===== config.mk =====
export PLATFORM = sky130hd
export DESIGN_NAME = wave_capture
export DESIGN_NICKNAME = d
export VERILOG_FILES = /design/src/rtl/wave_capture.sv
export SDC_FILE = /design/constraint.sdc
export NUM_CORES = 1
export LEC_CHECK = 0
export ABC_AREA = 0
export ABC_CLOCK_PERIOD_IN_PS = 6050
export CORE_MARGIN = 2
export CORE_UTILIZATION = 45
export DETAILED_ROUTE_END_ITERATION = 12
export GPL_ROUTABILITY_DRIVEN = 0
export HOLD_SLACK_MARGIN = 0.03
export SYNTH_ARGS = -nofsm -noshare
export SYNTH_HDL_FRONTEND = slang
export SYNTH_SLANG_ARGS = --single-unit

===== constraint.sdc =====
create_clock -name clk -period 6.05 [get_ports clk]
set_clock_uncertainty 0.2 [all_clocks]
set_input_delay 0.605 -clock clk [delete_from_list [all_inputs] [get_ports clk]]
set_output_delay 0.605 -clock clk [all_outputs]
set_load 0.02 [all_outputs]

===== src/rtl/wave_capture.sv =====
`default_nettype none
// ============================================================================
// Module   : wave_capture
// Summary  : Decimating sampler of the generator output into a FIFO that is
//            drained over the PicoSoC iomem bus, with a fill-level interrupt.
// Revision : 1.0 - initial release
// ============================================================================
module wave_capture #(
  parameter int DEPTH = 16
) (
  input  logic        clk,
  input  logic        reset,
  input  logic [31:0] wave,
  input  logic        iomem_valid,
  output logic        iomem_ready,
  input  logic [3:0]  iomem_wstrb,
  input  logic [3:0]  iomem_addr,
  input  logic [31:0] iomem_wdata,
  output logic [31:0] iomem_rdata,
  output logic        irq
);

  localparam int AW = $clog2(DEPTH);
  localparam int CW = AW + 1;
  localparam logic [CW-1:0] FULL_CNT = CW'(DEPTH);

  localparam logic [1:0] REG_CTRL   = 2'd0;
  localparam logic [1:0] REG_DECIM  = 2'd1;
  localparam logic [1:0] REG_STATUS = 2'd2;
  localparam logic [1:0] REG_DATA   = 2'd3;

  localparam logic [1:0] ST_IDLE = 2'd0;
  localparam logic [1:0] ST_ACK  = 2'd1;
  localparam logic [1:0] ST_WAIT = 2'd2;

  logic [1:0]    state_q, state_d;
  logic [31:0]   rdata_q, rdata_d;
  logic          pop_pend_q, pop_pend_d;
  logic          en_q, en_d;
  logic          oneshot_q, oneshot_d;
  logic [7:0]    thresh_q, thresh_d;
  logic [15:0]   decim_q, decim_d;
  logic          ovf_q, ovf_d;
  logic [15:0]   dc_q, dc_d;
  logic [CW-1:0] count_q, count_d;
  logic [AW-1:0] wr_ptr_q, wr_ptr_d;
  logic [AW-1:0] rd_ptr_q, rd_ptr_d;
  logic          irq_q, irq_d;
  logic [31:0]   mem_q [DEPTH];

  logic [1:0]  reg_sel;
  logic [15:0] dc_last;
  logic        full, empty, wr_en, pop, clr, push_req, push_ok;
  logic [31:0] rd_mux;
  logic        unused_bits;

  assign reg_sel     = iomem_addr[3:2];
  assign unused_bits = ^{iomem_addr[1:0], iomem_wdata[31:16]};

  always_comb begin
    full     = (count_q == FULL_CNT);
    empty    = (count_q == '0);
    dc_last  = (decim_q == 16'd0) ? 16'd0 : decim_q - 16'd1;
    wr_en    = (state_q == ST_ACK) && (iomem_wstrb != 4'd0);
    pop      = (state_q == ST_ACK) && pop_pend_q;
    clr      = wr_en && (reg_sel == REG_CTRL) && iomem_wdata[2];
    push_req = en_q && (dc_q == dc_last) && !clr;
    push_ok  = push_req && (!full || pop);

    case (reg_sel)
      REG_CTRL:   rd_mux = {16'd0, thresh_q, 6'd0, oneshot_q, en_q};
      REG_DECIM:  rd_mux = {16'd0, decim_q};
      REG_STATUS: rd_mux = {21'd0, ovf_q, full, empty, 8'(count_q)};
      default:    rd_mux = empty ? 32'd0 : mem_q[rd_ptr_q];
    endcase
  end

  // Bus handshake: one-cycle ready, then hold off until valid is seen low.
  always_comb begin
    state_d    = state_q;
    rdata_d    = 32'd0;
    pop_pend_d = 1'b0;
    case (state_q)
      ST_IDLE: begin
        if (iomem_valid) begin
          state_d = ST_ACK;
          if (iomem_wstrb == 4'd0) begin
            rdata_d    = rd_mux;
            pop_pend_d = (reg_sel == REG_DATA) && !empty;
          end
        end
      end
      ST_ACK:  state_d = ST_WAIT;
      default: if (!iomem_valid) state_d = ST_IDLE;
    endcase
  end

  always_comb begin
    en_d      = en_q;
    oneshot_d = oneshot_q;
    thresh_d  = thresh_q;
    decim_d   = decim_q;
    ovf_d     = ovf_q;
    if (wr_en) begin
      case (reg_sel)
        REG_CTRL: begin
          en_d      = iomem_wdata[0];
          oneshot_d = iomem_wdata[1];
          thresh_d  = iomem_wdata[15:8];
        end
        REG_DECIM:  decim_d = iomem_wdata[15:0];
        REG_STATUS: if (iomem_wdata[10]) ovf_d = 1'b0;
        default: ;
      endcase
    end

    if (clr) begin
      count_d  = '0;
      wr_ptr_d = '0;
      rd_ptr_d = '0;
      ovf_d    = 1'b0;
    end else begin
      count_d  = count_q + CW'(push_ok) - CW'(pop);
      wr_ptr_d = wr_ptr_q + AW'(push_ok);
      rd_ptr_d = rd_ptr_q + AW'(pop);
      if (push_req && full && !pop && !oneshot_q) ovf_d = 1'b1;
    end

    // One-shot capture stops on the push that fills the FIFO.
    if (push_ok && oneshot_q && (count_d == FULL_CNT)) en_d = 1'b0;

    dc_d  = (clr || !en_q || (dc_q >= dc_last)) ? 16'd0 : dc_q + 16'd1;
    irq_d = (thresh_q != 8'd0) && (8'(count_q) >= thresh_q);
  end

  always_ff @(posedge clk) begin
    if (reset) begin
      state_q    <= ST_IDLE;
      rdata_q    <= 32'd0;
      pop_pend_q <= 1'b0;
      en_q       <= 1'b0;
      oneshot_q  <= 1'b0;
      thresh_q   <= 8'd0;
      decim_q    <= 16'd1;
      ovf_q      <= 1'b0;
      dc_q       <= 16'd0;
      count_q    <= '0;
      wr_ptr_q   <= '0;
      rd_ptr_q   <= '0;
      irq_q      <= 1'b0;
    end else begin
      state_q    <= state_d;
      rdata_q    <= rdata_d;
      pop_pend_q <= pop_pend_d;
      en_q       <= en_d;
      oneshot_q  <= oneshot_d;
      thresh_q   <= thresh_d;
      decim_q    <= decim_d;
      ovf_q      <= ovf_d;
      dc_q       <= dc_d;
      count_q    <= count_d;
      wr_ptr_q   <= wr_ptr_d;
      rd_ptr_q   <= rd_ptr_d;
      irq_q      <= irq_d;
    end
  end

  always_ff @(posedge clk) begin
    if (push_ok) mem_q[wr_ptr_q] <= wave;
  end

  assign iomem_ready = (state_q == ST_ACK);
  assign iomem_rdata = rdata_q;
  assign irq         = irq_q;

endmodule
`default_nettype wire


== Word-level counts from Yosys, hierarchy flattened ==
Memory sizes are Yosys's and may differ from the RTL's. A register that Yosys moved wholly into a read port is not among the register bits.
Index checks and enable logic that the tools add are counted.

* Register bits after elaboration: 92
* Bits in writable memories: 512
* Memories kept: 1

* Add/sub/neg operators: 6
* Magnitude comparators: 2
* Equality and inequality tests: 9
* Mux-type cells: 14
* Bitwise gates (word level): 3
* Reductions and logical operators: 41

{| class="wikitable"
|+ Memory list
! name !! words !! bits a word !! rd ports !! clocked after memory_dff !! write ports !! line !! text
|-
| mem_q || 16 || 32 || 1 || 1 || 1 || 49 || <nowiki>logic [31:0] mem_q [DEPTH];</nowiki>
|}

{| class="wikitable"
|+ Operators with widths
! kind !! count
|-
| $pmux W32 S3 || 1
|-
| $mux W32 || 1
|-
| $add A16 B1 Y16 const B || 1
|-
| $eq A16 B16 Y1 || 1
|-
| $ge A16 B16 Y1 || 1
|-
| $logic_not A16 Y1 || 1
|-
| $mux W16 || 1
|-
| $sub A16 B1 Y16 const B || 1
|-
| $logic_and A1 B1 Y1 || 14
|-
| $eq A5 B5 Y1 const B || 2
|-
| $add A4 B1 Y4 || 2
|-
| $ge A5 B8 Y1 || 1
|-
| $reduce_bool A8 Y1 || 1
|-
| $logic_not A1 Y1 || 6
|-
| $mux W1 || 6
|-
| $reduce_and A2 Y1 || 3
|-
| $reduce_bool A2 Y1 || 3
|-
| $reduce_or A2 Y1 || 3
|-
| $add A5 B1 Y5 || 1
|-
| $logic_not A5 Y1 || 1
|-
| $mux W5 || 1
|-
| $sub A5 B1 Y5 || 1
|-
| $eq A2 B1 Y1 const B || 2
|-
| $eq A2 B2 Y1 const B || 2
|-
| 12 further kinds || 18
|}

== Logic depth before layout (Yosys ltp) ==
* Depth in word-level cells: 13
* Gate-level depth with buffers: 20
* Mapped depth without buffers: 20

== Least setup slack after synthesis ==
OpenSTA, ideal clock, no wires.

* Kind: register -> register
* Start point: register decim_q[4]
* End point: memory mem_q[0][0] (enable)
* Arrival time: 5.452 ns
* Required time: 5.389 ns
* Path slack: -0.063 ns
* Cell stages (with the launch flop): 13
* Buffers on the path: 1
* Period minus slack after synthesis: 6.113 ns
* Cells stage by stage: dfxtp_1 clkbuf_1 or4_4 nor3_1 nand2_1 nor3_1 mux2i_1 ha_1 nand4_1 nor4_2 o2111ai_1 or3_1 nor3_1

* Cells in the longest elaborated chain, start to end: 8
* Elaborated cells on any way between the ends: 9

{| class="wikitable"
|+ Ends and longest elaborated chain
! what !! line !! text
|-
| from (decl) || 42 || <nowiki>logic [15:0] decim_q, decim_d;</nowiki>
|-
| from (signal assigned) || 158 || <nowiki>decim_q <= decim_d;</nowiki>
|-
| $sub A16 B1 Y16 or $logic_not A16 Y1 (tied branches) || 63 || <nowiki>dc_last = (decim_q == 16'd0) ? 16'd0 : decim_q - 16'd1;</nowiki>
|-
| $mux W16 * || 63 ||
|-
| $eq A16 B16 Y1 * || 67 || <nowiki>push_req = en_q && (dc_q == dc_last) && !clr;</nowiki>
|-
| $logic_and A1 B1 Y1 * (2 in a row) || 67 ||
|-
| $logic_and A1 B1 Y1 * || 68 || <nowiki>push_ok = push_req && (!full || pop);</nowiki>
|-
| $mux W1 * || 169 || <nowiki>if (push_ok) mem_q[wr_ptr_q] <= wave;</nowiki>
|-
| $mux W1 (implied by the code) * || 169 ||
|-
| to (decl) || 49 ||
|}

Every way passes the cells marked *; elsewhere a longest branch is shown, timed or not.

== Worst setup path after layout ==
* Start point: register decim_q[4]
* End point: register en_q

* Cells in the longest elaborated chain, start to end: 12
* Elaborated cells on any way between the ends: 14

{| class="wikitable"
|+ Ends and longest elaborated chain
! what !! line !! text
|-
| $sub A16 B1 Y16 or $logic_not A16 Y1 (tied branches) || 63 ||
|-
| $mux W16 * || 63 ||
|-
| $eq A16 B16 Y1 * || 67 ||
|-
| $logic_and A1 B1 Y1 * (2 in a row) || 67 ||
|-
| $logic_and A1 B1 Y1 * || 68 ||
|-
| $add A5 B1 Y5 || 123 || <nowiki>count_d = count_q + CW'(push_ok) - CW'(pop);</nowiki>
|-
| $sub A5 B1 Y5 || 123 ||
|-
| $mux W5 || 117 || <nowiki>if (clr) begin</nowiki>
|-
| $eq A5 B5 Y1 || 130 || <nowiki>if (push_ok && oneshot_q && (count_d == FULL_CNT)) en_d = 1'b0;</nowiki>
|-
| $logic_and A1 B1 Y1 * || 130 ||
|-
| $reduce_or A2 Y1 (no line) * || n/a ||
|-
| to (signal assigned) || 155 || <nowiki>en_q <= en_d;</nowiki>
|-
| to (decl) || 39 || <nowiki>logic en_q, en_d;</nowiki>
|}

Marks and branches as above.
A chain may end at the register's enable or synchronous reset.

==> results.py <==
metrics = {
    "clock_network": {
        "post_cts_buffers": 0,
        "clockBufferDepth": 3,
        "cts_hold_buf": 0,
        "cts.sinks": 604,
        "clk_latency_ns": 0.62,
        "cts_resized": 0,
        "cts_made_buffers": 60,
        "cts_tree": "yes",
        "htree_num_levels": 2,
        "cts_root_buffer": "clkbuf_16",
        "clk_pin_slew_ns": 0.06,
    },
    "floorplanning": {
        "fp.dieW_um": 234.6,
        "io_pins": 109,
        "die_area_mm2": 0.05505,
        "initial_core_util_pct": 45.55,
        "coreArea_mm2": 0.05255,
        "fp-row-count": 84,
        "die_y_um": 234.6,
    },
    "global_routing": {
        "grt_max_degree": 96,
        "grt_overflow": 0,
        "grt_pass1_wl_mm": 80.66,
        "antenna_found_initial": 3,
        "grt_pass1_vias": 12920,
        "track_usage_pct": 19.48,
    },
    "synth": {
        "ys_ff_latch": 604,
        "synth-edff-count": 512,
        "syn_inst": 1323,
        "synth_common_cells": "edfxtp_1 (512), mux4_2 (128), dfxtp_1 (92)",
        "synth_top_cell_by_area": "edfxtp_1",
        "synthArstFlopShare_pct": 0,
        "synth_top_flop_cell": "edfxtp_1",
        "synth-seq-area-share_pct": 71.93,
        "ys_warn_count": 0,
        "syn_nets": 1432,
        "syn_avg_cell_area_um2": 18.09,
        "netlist_area_mm2": 0.02394,
        "yosysMostFrequentCell": "edfxtp_1",
        "yosysUniqueCellTypes": 59,
        "synth.top_cell.area_share_pct": 64.23,
        "ys_top_cells_by_area": "edfxtp_1 (64%), mux4_2 (12%), dfxtp_1 (7.7%)",
    },
    "timing": {
        "rsz0062_at_grt": "false",
        "tns_ns": 0,
        "finalMaxSlewViolations": 0,
        "setup_violations": 0,
        "max_slew_margin_pct": 37.29,
        "holdWs_ns": 0.2645,
        "hold_viol_final": 0,
        "period_needed_ns": 5.293,
        "tightest_slew_ns": 0.9406,
        "finalCritPeriodShare_pct": 87.49,
        "fmax_mhz": 188.9,
    },
    "setup_path": {
        "crit_path_start": "decim_q[4]$_SDFFE_PP0P_",
        "reg2reg_to": "en_q$_SDFFE_PP0P_",
        "cp.arrival_ns": 5.60,
        "required_ns": 6.35,
        "crit_chain": "or4_4, nor3_1, nand2_1, nor3_1, mux2i_1, ha_1, nand4_1, nor4_2, o2111ai_1, ha_1, inv_1, ha_1, inv_1, fa_1, nand2b_1, a21oi_1, xnor2_1, nand2_1, o31a_1",
        "crit_slowest_cell": "or4_4",
        "cp_common_cell": "ha_1",
        "slowest_delay_ns": 0.59,
        "worstRegToRegCells": 19,
        "crit_type": "flop to flop",
        "crit_end": "en_q$_SDFFE_PP0P_",
        "worstPathMaxFanout": 7,
        "reg2reg_from": "decim_q[4]$_SDFFE_PP0P_",
        "crit_path_start_kind": "flop",
        "worstSetupEndpointType": "flop",
        "r2r_setup_slack_ns": 0.76,
    },
    "finish": {
        "drive_gt1_share_pct": 21.08,
        "area_growth_pct": 16.12,
        "layout.nets": 1558,
        "finish.instance_area_mm2": 0.02779,
    },
    "pwr": {
        "finalPower_mw": 8.314,
        "power_density_mw_per_mm2": 299.1,
        "power_leakage_nw": 8.687,
        "ir_drop_mv": 0.2410,
    },
    "detailed_routing": {
        "firstDrtPassIters": 7,
        "wl_per_cell_um": 24.40,
        "wl_mm": 53.39,
        "vias": 12440,
        "drtAntennaViolNets": 0,
        "drt-initial-drc-count": 1122,
        "vias_per_cell": 5.687,
        "route.detailed.drc": 0,
    },
    "status": {
        "status": "finished clean",
    },
    "run": {
        "max_cap_violations": 0,
    },
    "placed_design": {
        "place_area_mm2": 0.02586,
        "port_buffers": 90,
        "dp_hpwl_mm": 31.52,
    },
    "worst_hold_path": {
        "hold_path.class": "flop to flop",
    },
}
-- logic make-up (layout without fill, tap and decap cells) --
kind of cell | Yosys count | in the layout | share of synthesized area [%]
multiplexers | 156 | 156 | 13.23
AND/OR/NAND/NOR | 267 | 267 | 5.792
XOR/XNOR | 29 | 29 | 1.061
buffers and inverters | 92 | 268 | 1.783
flip-flops | 604 | 604 | 71.93
AO/OA/AOI/OAI | 141 | 141 | 4.396
adder cells (fa/ha/maj) | 34 | 34 | 1.809
other | 0 | 1 | 0
-- cell type report --
class,instances,area [um2]
clock buffer,86,1689
antenna,1,2.502
inverter,21,78.83
fill,4228,24760
clock inverter,26,246.5
sequential,604,17230
multi-input combinational,627,6409
timing repair buffer,135,1276
tap,688,860.8
-- worst max-delay path, delay by kind of cell (launching register included) --
family,cells,cell delay [ns]
AND/OR/NAND/NOR,8,2.19
adder cells (fa/ha/maj),4,1.28
AO/OA/AOI/OAI,3,0.76
flip-flops,1,0.40
XOR/XNOR,1,0.14
multiplexers,1,0.11
buffers and inverters,2,0.11
-- stage by stage --
step / std cells / worst slack, ns / util, %
2_1_floorplan: 1323 / 0.05285 / -
3_3_place_gp: 2075 / 0.8003 / 49.20
5_1_grt: 2187 / 0.2507 / 52.89
3_5_place_dp: 2075 / 0.7840 / 49.20
4_1_cts: 2187 / 0.7667 / 52.89
6_report: 2188 / 0.7571 / 52.89
-- per-layer routing --
| layer | vias up | share of wire [%] | track usage, % |
|---|---|---|---|
| li1 | 5540 | - | - |
| met1 | 6514 | 44 | 26.93 |
| met2 | 315 | 49 | 32.10 |
| met3 | 69 | 5.5 | 3.830 |
| met4 | 6 | 1.8 | 4.565 |
| met5 | - | 0.071 | 0 |
-- placed cells by master, fill, tap and decap left out, types with 7 or more instances in the layout --
cell and n:
a221oi_1 12, nand2_1 77, and2_1 9, mux2i_1 25, nand3_1 26, clkinvlp_4 7
inv_1 20, nand2b_1 13, nand4_1 9, nor2b_1 30, a21oi_1 39, buf_4 42
clkbuf_8 9, o21ai_0 8, clkdlybuf4s50_1 90, edfxtp_1 512, a211oi_2 16, nor3_1 10
o22ai_1 8, mux4_2 128, clkbuf_16 60, nor2_4 14, xnor2_1 11, a22o_1 15
dfxtp_1 88, clkbuf_1 17, a211oi_1 20, xor2_1 18, nor2_1 44, ha_1 33
clkinv_2 9
-- power by group --
group | switching [mW] | leakage [nW] | internal, mW
clock | 1.55 | 0.930 | 2.07
combinational | 0.103 | 2.41 | 0.0644
sequential | 0.00764 | 5.35 | 4.51
-- sequential cells by signal, indices dropped and copies added (netlist names), 2 cells and up --
| signal | count |
|---|---|
| dc_q | 16 |
| mem_q | 512 |
| wr_ptr_q | 4 |
| state_q | 2 |
| rd_ptr_q | 4 |
| iomem_rdata | 32 |
| decim_q | 16 |
| count_q | 5 |
| thresh_q | 8 |
-- how the worst min path moves through the flow --
stage          cells past startpoint                  endpoint                      from
2_1_floorplan                      2        ovf_q$_SDFFE_PP0P_        ovf_q$_SDFFE_PP0P_
3_3_place_gp                       2  thresh_q[3]$_SDFFE_PP0P_  thresh_q[3]$_SDFFE_PP0P_
3_5_place_dp                       2  thresh_q[4]$_SDFFE_PP0P_  thresh_q[4]$_SDFFE_PP0P_
4_1_cts                            2        ovf_q$_SDFFE_PP0P_        ovf_q$_SDFFE_PP0P_
5_1_grt                            2        ovf_q$_SDFFE_PP0P_        ovf_q$_SDFFE_PP0P_
6_report                           2  thresh_q[3]$_SDFFE_PP0P_  thresh_q[3]$_SDFFE_PP0P_
Power figures use the tool's default switching activity.
